===== src/rtl/reg_file_param.sv =====
// Parametrised 2-read/1-write register file for the decode stage.
// After reset a hardware sweep zeroes every entry over DEPTH cycles while busy is high.
module reg_file_param #(
    parameter int unsigned DATA_W   = 32,
    parameter int unsigned ADDR_W   = 5,
    parameter int unsigned ZERO_REG = 1,
    parameter int unsigned BYPASS   = 1
) (
    input  logic              clk,
    input  logic              rst,
    input  logic [ADDR_W-1:0] rd_addr1,
    input  logic [ADDR_W-1:0] rd_addr2,
    output logic [DATA_W-1:0] rd_data1,
    output logic [DATA_W-1:0] rd_data2,
    input  logic              wr_en,
    input  logic [ADDR_W-1:0] wr_addr,
    input  logic [DATA_W-1:0] wr_data,
    output logic              busy,
    output logic              wr_drop
);

    localparam int unsigned       DEPTH    = 1 << ADDR_W;
    localparam logic [ADDR_W-1:0] LAST_IDX = ADDR_W'(DEPTH - 1);

    typedef enum logic {
        CLEAR = 1'b0,
        RUN   = 1'b1
    } state_t;

    state_t            state;
    state_t            state_nxt;
    logic [ADDR_W-1:0] clr_idx;
    logic [DATA_W-1:0] rf [DEPTH];
    logic              wr_commit;

    // Writes land only in RUN; entry 0 is read-only when hardwired to zero.
    assign wr_commit = (state == RUN) && wr_en && !((ZERO_REG != 0) && (wr_addr == '0));

    // State register: reset always restarts the clear sweep.
    always_ff @(posedge clk) begin
        if (rst) begin
            state <= CLEAR;
        end else begin
            state <= state_nxt;
        end
    end

    // Next-state logic: leave CLEAR once the last entry is being zeroed.
    always_comb begin
        state_nxt = state;
        case (state)
            CLEAR:   if (clr_idx == LAST_IDX) state_nxt = RUN;
            RUN:     state_nxt = RUN;
            default: state_nxt = CLEAR;
        endcase
    end

    // Output logic: busy is a pure decode of the state.
    always_comb begin
        busy = 1'b0;
        if (state == CLEAR) busy = 1'b1;
    end

    // Sweep index: advances every CLEAR cycle and wraps back to 0 on exit.
    always_ff @(posedge clk) begin
        if (rst) begin
            clr_idx <= '0;
        end else if (state == CLEAR) begin
            clr_idx <= clr_idx + ADDR_W'(1);
        end
    end

    // Dropped-write flag: one-cycle pulse for each write attempted during the sweep.
    always_ff @(posedge clk) begin
        if (rst) begin
            wr_drop <= 1'b0;
        end else begin
            wr_drop <= (state == CLEAR) && wr_en;
        end
    end

    // Storage: the sweep owns the array in CLEAR; reset itself leaves contents alone.
    always_ff @(posedge clk) begin
        if (!rst) begin
            if (state == CLEAR) begin
                rf[clr_idx] <= '0;
            end else if (wr_commit) begin
                rf[wr_addr] <= wr_data;
            end
        end
    end

    // Read port 1: clear, zero register, bypass, then array.
    always_comb begin
        rd_data1 = rf[rd_addr1];
        if (state == CLEAR) begin
            rd_data1 = '0;
        end else if ((ZERO_REG != 0) && (rd_addr1 == '0)) begin
            rd_data1 = '0;
        end else if ((BYPASS != 0) && wr_en && (wr_addr == rd_addr1)) begin
            rd_data1 = wr_data;
        end
    end

    // Read port 2: same priority as port 1.
    always_comb begin
        rd_data2 = rf[rd_addr2];
        if (state == CLEAR) begin
            rd_data2 = '0;
        end else if ((ZERO_REG != 0) && (rd_addr2 == '0)) begin
            rd_data2 = '0;
        end else if ((BYPASS != 0) && wr_en && (wr_addr == rd_addr2)) begin
            rd_data2 = wr_data;
        end
    end

endmodule

===== config.mk =====
export PLATFORM = sky130hd
export DESIGN_NAME = reg_file_param
export DESIGN_NICKNAME = d
export VERILOG_FILES = /design/src/rtl/reg_file_param.sv
export SDC_FILE = /design/constraint.sdc
export NUM_CORES = 1
export LEC_CHECK = 0
export CAP_MARGIN = 15
export CORE_AREA = 5 5 338 340
export DETAILED_ROUTE_END_ITERATION = 7
export DIE_AREA = 0 0 343 345
export PLACE_DENSITY = 0.72
export SYNTH_ARGS = -nofsm -noshare
export SYNTH_HDL_FRONTEND = slang
export SYNTH_SLANG_ARGS = --single-unit
export TNS_END_PERCENT = 10

===== constraint.sdc =====
create_clock -name clk -period 3.4 [get_ports clk]
set_input_delay 0.34 -clock clk [delete_from_list [all_inputs] [get_ports clk]]
set_output_delay 0.34 -clock clk [all_outputs]
set_load 0.005 [all_outputs]

Yosys cells after proc, flatten, opt, wreduce, memory -nomap -nowiden
Memories as Yosys holds them, arrays and structs flattened.
Cells that the tools add are included.
- register bits: 7
- RAM bits: 1024
- input bits: 50
- word-level logic and storage cells: 37
- memories: 1
- memories (memory ; words ; bits a word ; rd ports ; clocked after Yosys merged registers in ; wr ports ; RTL line ; RTL):
    rf ; 32 ; 32 ; 2 ; 0 ; 1 ; 33 ; logic [DATA_W-1:0] rf [DEPTH];
- add/sub/neg operators: 1
- equal/unequal tests: 3
- mux-type cells: 18
- bitwise operators: 1
- reductions and logical operators: 10
- operators by type and width (kind ; count):
    $mux W32 ; 7
    $reduce_or A32 Y1 ; 1
    $logic_not A5 Y1 ; 3
    $eq A5 B5 Y1 ; 2
    $mux W1 ; 9
    $add A5 B1 Y5 const B ; 1
    $eq A5 B5 Y1 const B ; 1
    $logic_and A1 B1 Y1 ; 5
    $mux W5 ; 1
    $pmux W1 S2 ; 1
    $logic_not A1 Y1 ; 1
    $not A1 Y1 ; 1

Depth between registers and ports, before layout
Gate-level depths: netlist (run 1).
- word-level depth: 9
- depth in mapped cells: 10
- gate-level depth less buffers: 5

Least setup slack after synthesis (run 1)
No wires, ideal clock.
- kind: input port to flip-flop
- start point: in rst
- end point: mem rf[23][0], enable pin
- library setup time: 0.421 ns
- data arrival time: 2.927 ns
- slack: 0.052 ns
- cell stages on the path: 8
- cell sequence: buf_2 -> and3b_1 -> buf_2 -> a21boi_2 -> mux2i_1 -> nand2b_1 -> clkbuf_1 -> nor2_1
- word-level cells in the longest chain between the ends: 4
- elaborated cells between the ends (all ways): 7
- RTL lines (what ; RTL line ; RTL):
    from (decl) ; 10 ; input logic rst,
    $mux W1 ; 84 ; if (!rst) begin
    $mux W1 (implied by the code) ; 88 ; rf[wr_addr] <= wr_data;
    $reduce_or A32 Y1 (no source line) ; n/a ;
    $mux W5 (no source line) or $mux W1 (tied branches) ; n/a ;
    to (decl) ; 33 ;
Parallel ways exist; a longest one is shown, timed or not.

==> results of run 1 <==
-- per-stage QoR --
stage,hold slack (ps),cell area (sq um)
6_report,392,58700
5_1_grt,376,58700
4_1_cts,369,58600
3_5_place_dp,596,55200
3_3_place_gp,557,55200
2_1_floorplan,507,49300
-- how the worst max path moves through the flow --
stage	startpoint	endpoint	slack (ps)
after floorplan	rst	rf[23][0]	50
after global placement	wr_addr[3]	rd_data1[20]	-80
after detailed placement	wr_addr[3]	rd_data1[20]	-90
after CTS	rf[13][9]	rd_data1[9]	-80
after global routing	rf[15][23]	rd_data1[23]	0.3
final	rf[10][3]	rd_data2[3]	30
-- state kept, by name (all words and copies together), names as in the netlist --
register and cells:
clr_idx 5, rf 1024, state 1, wr_drop 1
-- report_power, final --
| part | leakage [uW] | internal, uW | total [uW] | switching (uW) |
|---|---|---|---|---|
| Sequential | 0.00839 | 13800 | 13900 | 38.5 |
| Clock | 0.00161 | 6460 | 11300 | 4800 |
| Combinational | 0.00865 | 995 | 2300 | 1310 |
-- cells by family after synthesis --
logic type / count (synthesis) / share of synthesized area
AND/OR/NAND/NOR: 226 / 0.0238
AO/OA/AOI/OAI: 519 / 0.0737
XOR/XNOR: 13 / 0.00231
flip-flops: 1031 / 0.626
buffers and inverters: 252 / 0.0292
adder cells (fa/ha/maj): 2 / 0.000507
multiplexers: 799 / 0.244
-- per-layer routing --
layer  share of wire  track usage
met1            0.36        0.349
met2            0.45        0.395
met3            0.13       0.0761
met4           0.047       0.0994
met5         0.00013            0
-- cells in the final DEF (no fill, tap or decap), drive strengths merged, types with 6 or more instances in the layout --
cell type      count
a211o             11
a21oi             16
a22o              24
a22oi             61
a31oi             62
a41oi             14
and2              34
buf              355
bufinv            10
clkbuf           126
clkdlybuf4s50    102
clkinv            43
dfxtp              7
edfxtp          1024
inv                7
mux2              44
mux2i            435
mux4             320
nand2             42
nand2b             8
nand3             21
nor2              47
nor2b             55
o2111ai           13
o211a             24
o21ai            114
o221ai            72
o22ai             88
o311ai             6
xor2               9
-- layout make-up --
cell class                 instances  area (sq um)  share of cell area
clock buffer                     126          2750              0.0468
antenna                            4          10.0            0.000171
multi-input combinational       1559         17500               0.298
tap                             1500          1880              0.0320
timing repair buffer             460          5120              0.0873
sequential                      1031         30900               0.526
inverter                           6          26.3            0.000448
clock inverter                    57           534             0.00910
-- worst min-delay path, stage by stage --
cell	delay [ps]
sky130_fd_sc_hd__clkdlybuf4s50_1	430
sky130_fd_sc_hd__buf_4	170
sky130_fd_sc_hd__nor2_1	90
-- timing repair --
action,4_1_cts,5_1_grt
setup buffers,7,0
pin swaps,1,2
endpoints found under the setup margin,39,27
resized for setup,8,23
==> results.txt, run 1 <==
- Status: finished, final reports clean
- For this configuration, the core starts out at a cell density of 0.443.
- Worst Hold Endpoint: state
- Entering global routing, the biggest net connects 65 pins.
* Final TNS setup: 0 ps
* Final critical-path share of the clock period: 0.991
- Counting every sink on the clock net gives between 1,000 and 1,500.
- Die Span X: around 340 microns
* Kind of start point of the critical path: flip-flop
- Of all nets on the critical path, the largest fanout is 2.
- Worst path arrival time: a little over 3000 ps
* Dominant cell by count in the synthesized netlist: sky130_fd_sc_hd__edfxtp_1
- Hold Startpoint: rst
* Post-detailed-route DRC marker count: 0
- Across every metal layer, demand over resource in global routing totals 0.257.
* Critical path buffer and inverter count: 1
* Average vias per placed instance: between 6 and 7
- In the synthesized netlist, the cells that appear most often are sky130_fd_sc_hd__edfxtp_1, sky130_fd_sc_hd__mux2i_1, sky130_fd_sc_hd__mux4_2.
- Overall power: around 27,000 uW
* Total congestion overflow: 0
* #FFs+latches synth: about 1,000
- The count of nets left with antenna violations once routing finished came out at 0.
* Via count of the first global-routing pass: 31,800
- The critical path runs through a total of 6 cells.
* Area enclosed by the die boundary: 0.118 sq mm
- For the worst flop-to-flop path, the logic depth is 7.
* Cell type contributing the most total cell area after synthesis: sky130_fd_sc_hd__edfxtp_1
- Final HPWL from detailed placement: just under 100,000 microns
- In this run the critical register-to-register path is launched from state.
* Async set-reset flop share out of synthesis: 0
- Clock tree root buffer cell: sky130_fd_sc_hd__clkbuf_16
* Fill count: between 8,000 and 9,000
- Power Density: approximately 470 mW/mm^2
* Headroom to the max-slew limit: 0.244
* Clk_lat worst skew: around 690 ps
- Row generation in the floorplan step produced approximately 120 rows.
- In this run, CTS created clock tree buffers numbering 103.
- Crit-path max cell delay: about 460 ps
* RR Endpoint: rf[10][30]
* CTS tree: done
- Final Hold Fails: 0
* Highest-delay cell along the critical path: sky130_fd_sc_hd__mux4_2
- Once layout is complete, the utilization of the core stands at 0.528.
* Die Ht: roughly 350 microns
- Timing analysis after detailed placement gives a worst setup slack of -85.5 ps.
- Traced cell by cell, the critical path runs through mux4_2 -> nor2b_1 -> o31ai_1 -> a21oi_1 -> o221a_2 -> clkdlybuf4s50_1.
* Number of instances in the synthesized netlist: between 2,000 and 3,000
* Filler-free cell count of the finished design: 4,743
- # hold bufs at CTS: 0
- Top FF cell, synth: sky130_fd_sc_hd__edfxtp_1
* Clock Path Buffers: 3
- Of the synthesized area, sequential elements account for 0.626.
- Counting I/O delays and the setup requirement, the final critical path takes around 3400 ps.
* Post-Route Skew: 15.4 ps
* P&R area growth vs syn: 19.0%
* Pre-Repair DR Iteration Count: 7
- Summed over all cells, the static leakage comes to 0.0187 uW.
* Setup repair after global routing missed its margin: no
* WL per Instance: 32.8 microns
- Once routing completed, OpenROAD measured the worst setup slack at about 29 ps.
* Register-to-register setup slack: around 500 ps
- The setup path with the least slack is of type flip-flop to output pin.
- The max-slew violation count is 0.
* Instance count after placement with tap cells included: approximately 4,500
- Vias post-DR: around 32,000
* Endpoint kind of the worst setup timing path: output pin
- roughly 120 I/O pins were placed.
* Clock slew at reported path FFs: roughly 60 ps
- The synthesized design contains between 1,000 and 1,500 enable-type register cells.
- Max-cap violations in this run came to 0.
* RD Place Congestion: 0.903
- The clock tree synthesis step divided the H-tree into 3 levels.
- Achievable Freq: about 300 MHz
* Worst Max-Slew Pin Slew: between 1000 and 1500 ps
- Port buffer count: about 120
* Required arrival time at the worst endpoint: roughly 3100 ps
* Fraction of final layout cells sized beyond drive strength 1: 0.290
- Class of the most critical hold timing path: input pin to flip-flop
- The synthesized netlist contains 51 unique library cells.
- Synthesis produced a netlist with a net count of 2,894.
* Yosys warnings: 0
* Iter 0 DRT Violations: between 4,000 and 5,000
- Post-synthesis cell area: 0.0493 sq mm
- IR analysis of the VDD net gives a maximum drop of roughly 0.38 mV.
- Hold Path Cell Cnt: 3
- Global-route wire length before repair: roughly 220,000 microns
* Final #Nets: between 3,000 and 4,000
- In this run the mean area of a mapped cell was about 17 sq um.
- Cell type group with the largest total delay on the critical path: compound AO/OA/AOI/OAI gates
* Routed wire length: around 160,000 microns
- The initial antenna violation count was 7.
- The core region is 0.111 sq mm.
- Area share of the leading cell type in the synthesized netlist: 0.623
- Cell types with the largest area share after synthesis: sky130_fd_sc_hd__edfxtp_1, sky130_fd_sc_hd__mux4_2, sky130_fd_sc_hd__mux2i_1, sky130_fd_sc_hd__o221ai_1, sky130_fd_sc_hd__o21ai_0
* Number of setup violations in the final report: 0
Note: power is estimated with default switching activity, not from simulation.
==> run 2: changes to the inputs <==
Settings changed: REMOVE_ABC_BUFFERS set to 1.
==> run 2 against run 1 <==
Against the previous run:
- global-route usage decreased by 0.25 points
- maximum frequency increased by 1.3%
- die area unchanged
- largest power group unchanged
- clock power increased by 5%
- combinational power decreased by 2%
- sequential power about the same
- wire length decreased by 0.70%
- critical path type unchanged
- clock-buffer cell count decreased by 13
- critical endpoint is now rd_data2[24]
- setup slack improved by 44 ps
- largest cell class unchanged
==> results.txt, run 2 (same netlist as run 1, synthesis figures left out) <==
* Average vias per placed instance: about 6.7
* Pre-Repair DR Iteration Count: 6
- WL per Instance: approximately 33 microns
* Endpoint kind of the worst setup timing path: output pin
* Clk_lat worst skew: approximately 700 ps
- Routed wire length: roughly 150,000 microns
* Final period demand of the worst path: 3330 ps
- In this run the clock root is driven by a sky130_fd_sc_hd__clkbuf_16.
- The initialized floorplan defines roughly 120 standard-cell rows.
* Required arrival time at the worst endpoint: between 3000 and 4000 ps
- The max-slew violation count was 0.
* Area enclosed by the die boundary: approximately 0.12 sq mm
* All-Layer GR Usage: 0.255
- Fraction of final layout cells sized beyond drive strength 1: 0.290
- Between clock sinks in the finished design, the worst skew comes to between 30 and 40 ps.
- Instance count after placement with tap cells included: around 4,500
- After the first detailed-routing iteration, the DRC count stood at 4,244.
- Power Density: between 400 and 500 mW/mm^2
- Most common library cell in the layout ignoring fill and taps: sky130_fd_sc_hd__edfxtp_1
- After routing the design area is 0.0589 sq mm.
- In this run the most critical hold path is launched from rst.
* Worst Max-Slew Pin Slew: around 1100 ps
- After floorplanning, the core was sized to cover roughly 0.11 sq mm.
* Total congestion overflow: 0
* Starting Density: 0.443
* Maximum number of pins on one net before global-route repair: 55
* Achievable Freq: between 300 and 400 MHz
- Headroom to the max-slew limit: 0.248
- Data arrives at the worst endpoint at roughly 3000 ps.
- Most flops, register: rf
- Summed over all nets, the half-perimeter wirelength after detailed placement is just under 100,000 microns.
- Overall power: ~28,000 uW
- The routed layout has between 30,000 and 40,000 vias.
* Worst r2r path cells: 6
- The die is about 340 microns wide.
* Number of setup violations in the final report: 0
- Worst flop-to-flop path startpoint: state
* Clock Path Buffers: 3
- Along the worst path, the maximum fanout reaches 2.
- For this run, design rule violations remaining after detail routing come to 0.
* Via count of the first global-routing pass: 31,800
* Registers with the most flip-flops: rf (1024), clr_idx (5)
- The initial antenna violation count is 2.
* I/O pin cnt: ~120
* # hold bufs at CTS: 0
- Crit Path Category: flip-flop to output pin
- Tracing the worst setup path back leads to its startpoint at rf[13][24].
* # H-tree levels: 3
- Final critical-path share of the clock period: 0.978
- Summed over all cells, the static leakage comes to 0.0187 uW.
* CTS tree: done
- The hold violation total from the final report was 0.
* Global-route wire length before repair: around 220,000 microns
- The die is approximately 350 microns tall.
- P&R area growth vs syn: 19.4%
* Routed Antenna Nets: 0
- Setup repair after global routing missed its margin: yes
* Final #Nets: between 3,000 and 4,000
- The library cells used most frequently in the layout, excluding fill and tap cells, are sky130_fd_sc_hd__edfxtp_1, sky130_fd_sc_hd__mux2i_1, sky130_fd_sc_hd__mux4_2, sky130_fd_sc_hd__buf_4, sky130_fd_sc_hd__buf_12.
- Largest register FFs: a little over 1,000
* Port buffer count: approximately 120
- Hold Path Cell Cnt: 3
- The worst setup path is launched from a flip-flop.
* Inserted Clock Buffers: 103
- The run finished with clean final reports.
- After clock tree synthesis, the clock-pin slew on the worst setup and hold paths is ~60 ps.
* Filler-free cell count of the finished design: 4,739
- VDD sags by at most 0.496 mV.
- The clock net in this run drives a total of around 1,000 sinks.
- The worst hold path belongs to the class input pin to flip-flop.
* Placed inst area: 0.0552 sq mm
- Across the run, the number of max-cap violations was 0.
* RD Place Congestion: 0.869
[run 2: area by class of cell]
type                       count  area (sq um)
antenna                        2          5.00
multi-input combinational   1559         17500
fill                        8524         52400
sequential                  1031         30900
clock inverter                82           912
tap                         1500          1880
inverter                       6          26.3
clock buffer                 113          2660
timing repair buffer         446          5080
[run 2: stage by stage]
stage                      util  hold WS, ps  setup TNS (ps)  setup WS [ps]
final                     0.529          355               0           73.9
after global routing      0.529          378           -43.3          -36.9
after CTS                 0.529          320           -12.2          -12.2
after detailed placement  0.496          567               0           25.2
after global placement    0.496          554               0           8.12
after floorplan               -          412         -350420           -447
[run 2: path summary, 6_finish.rpt]
check,slack (ps),to
max,70,rd_data2[24]
max reg2reg,500,rf[7][21]
min reg2reg,570,clr_idx[1]
min,350,clr_idx[1]
[run 2: what timing repair did]
action                                  4_1_cts  5_1_grt
endpoints found under the hold margin         0        0
buffers inserted                              2        0
gates resized for setup                       8       12
endpoints found under the setup margin       27       23
[run 2: power by group]
part / internal (uW) / leakage (uW) / switching (uW)
clock: 6880 / 0.00174 / 5010
sequential: 13800 / 0.00839 / 38.2
combinational: 977 / 0.00857 / 1270
[run 2: critical path: stages (launching register included)]
cell,delay [ps]
sky130_fd_sc_hd__edfxtp_1,390
sky130_fd_sc_hd__mux4_2,470
sky130_fd_sc_hd__mux2_2,290
sky130_fd_sc_hd__o221ai_1,300
sky130_fd_sc_hd__o2111ai_1,210
sky130_fd_sc_hd__o211a_1,190
sky130_fd_sc_hd__clkdlybuf4s50_1,450
[run 2: layer usage]
metal	global-route usage	part of all wire	routed length, microns
met1	0.341	0.37	56900
met2	0.404	0.47	72200
met3	0.0585	0.12	18300
met4	0.108	0.048	7390
met5	0	0	0
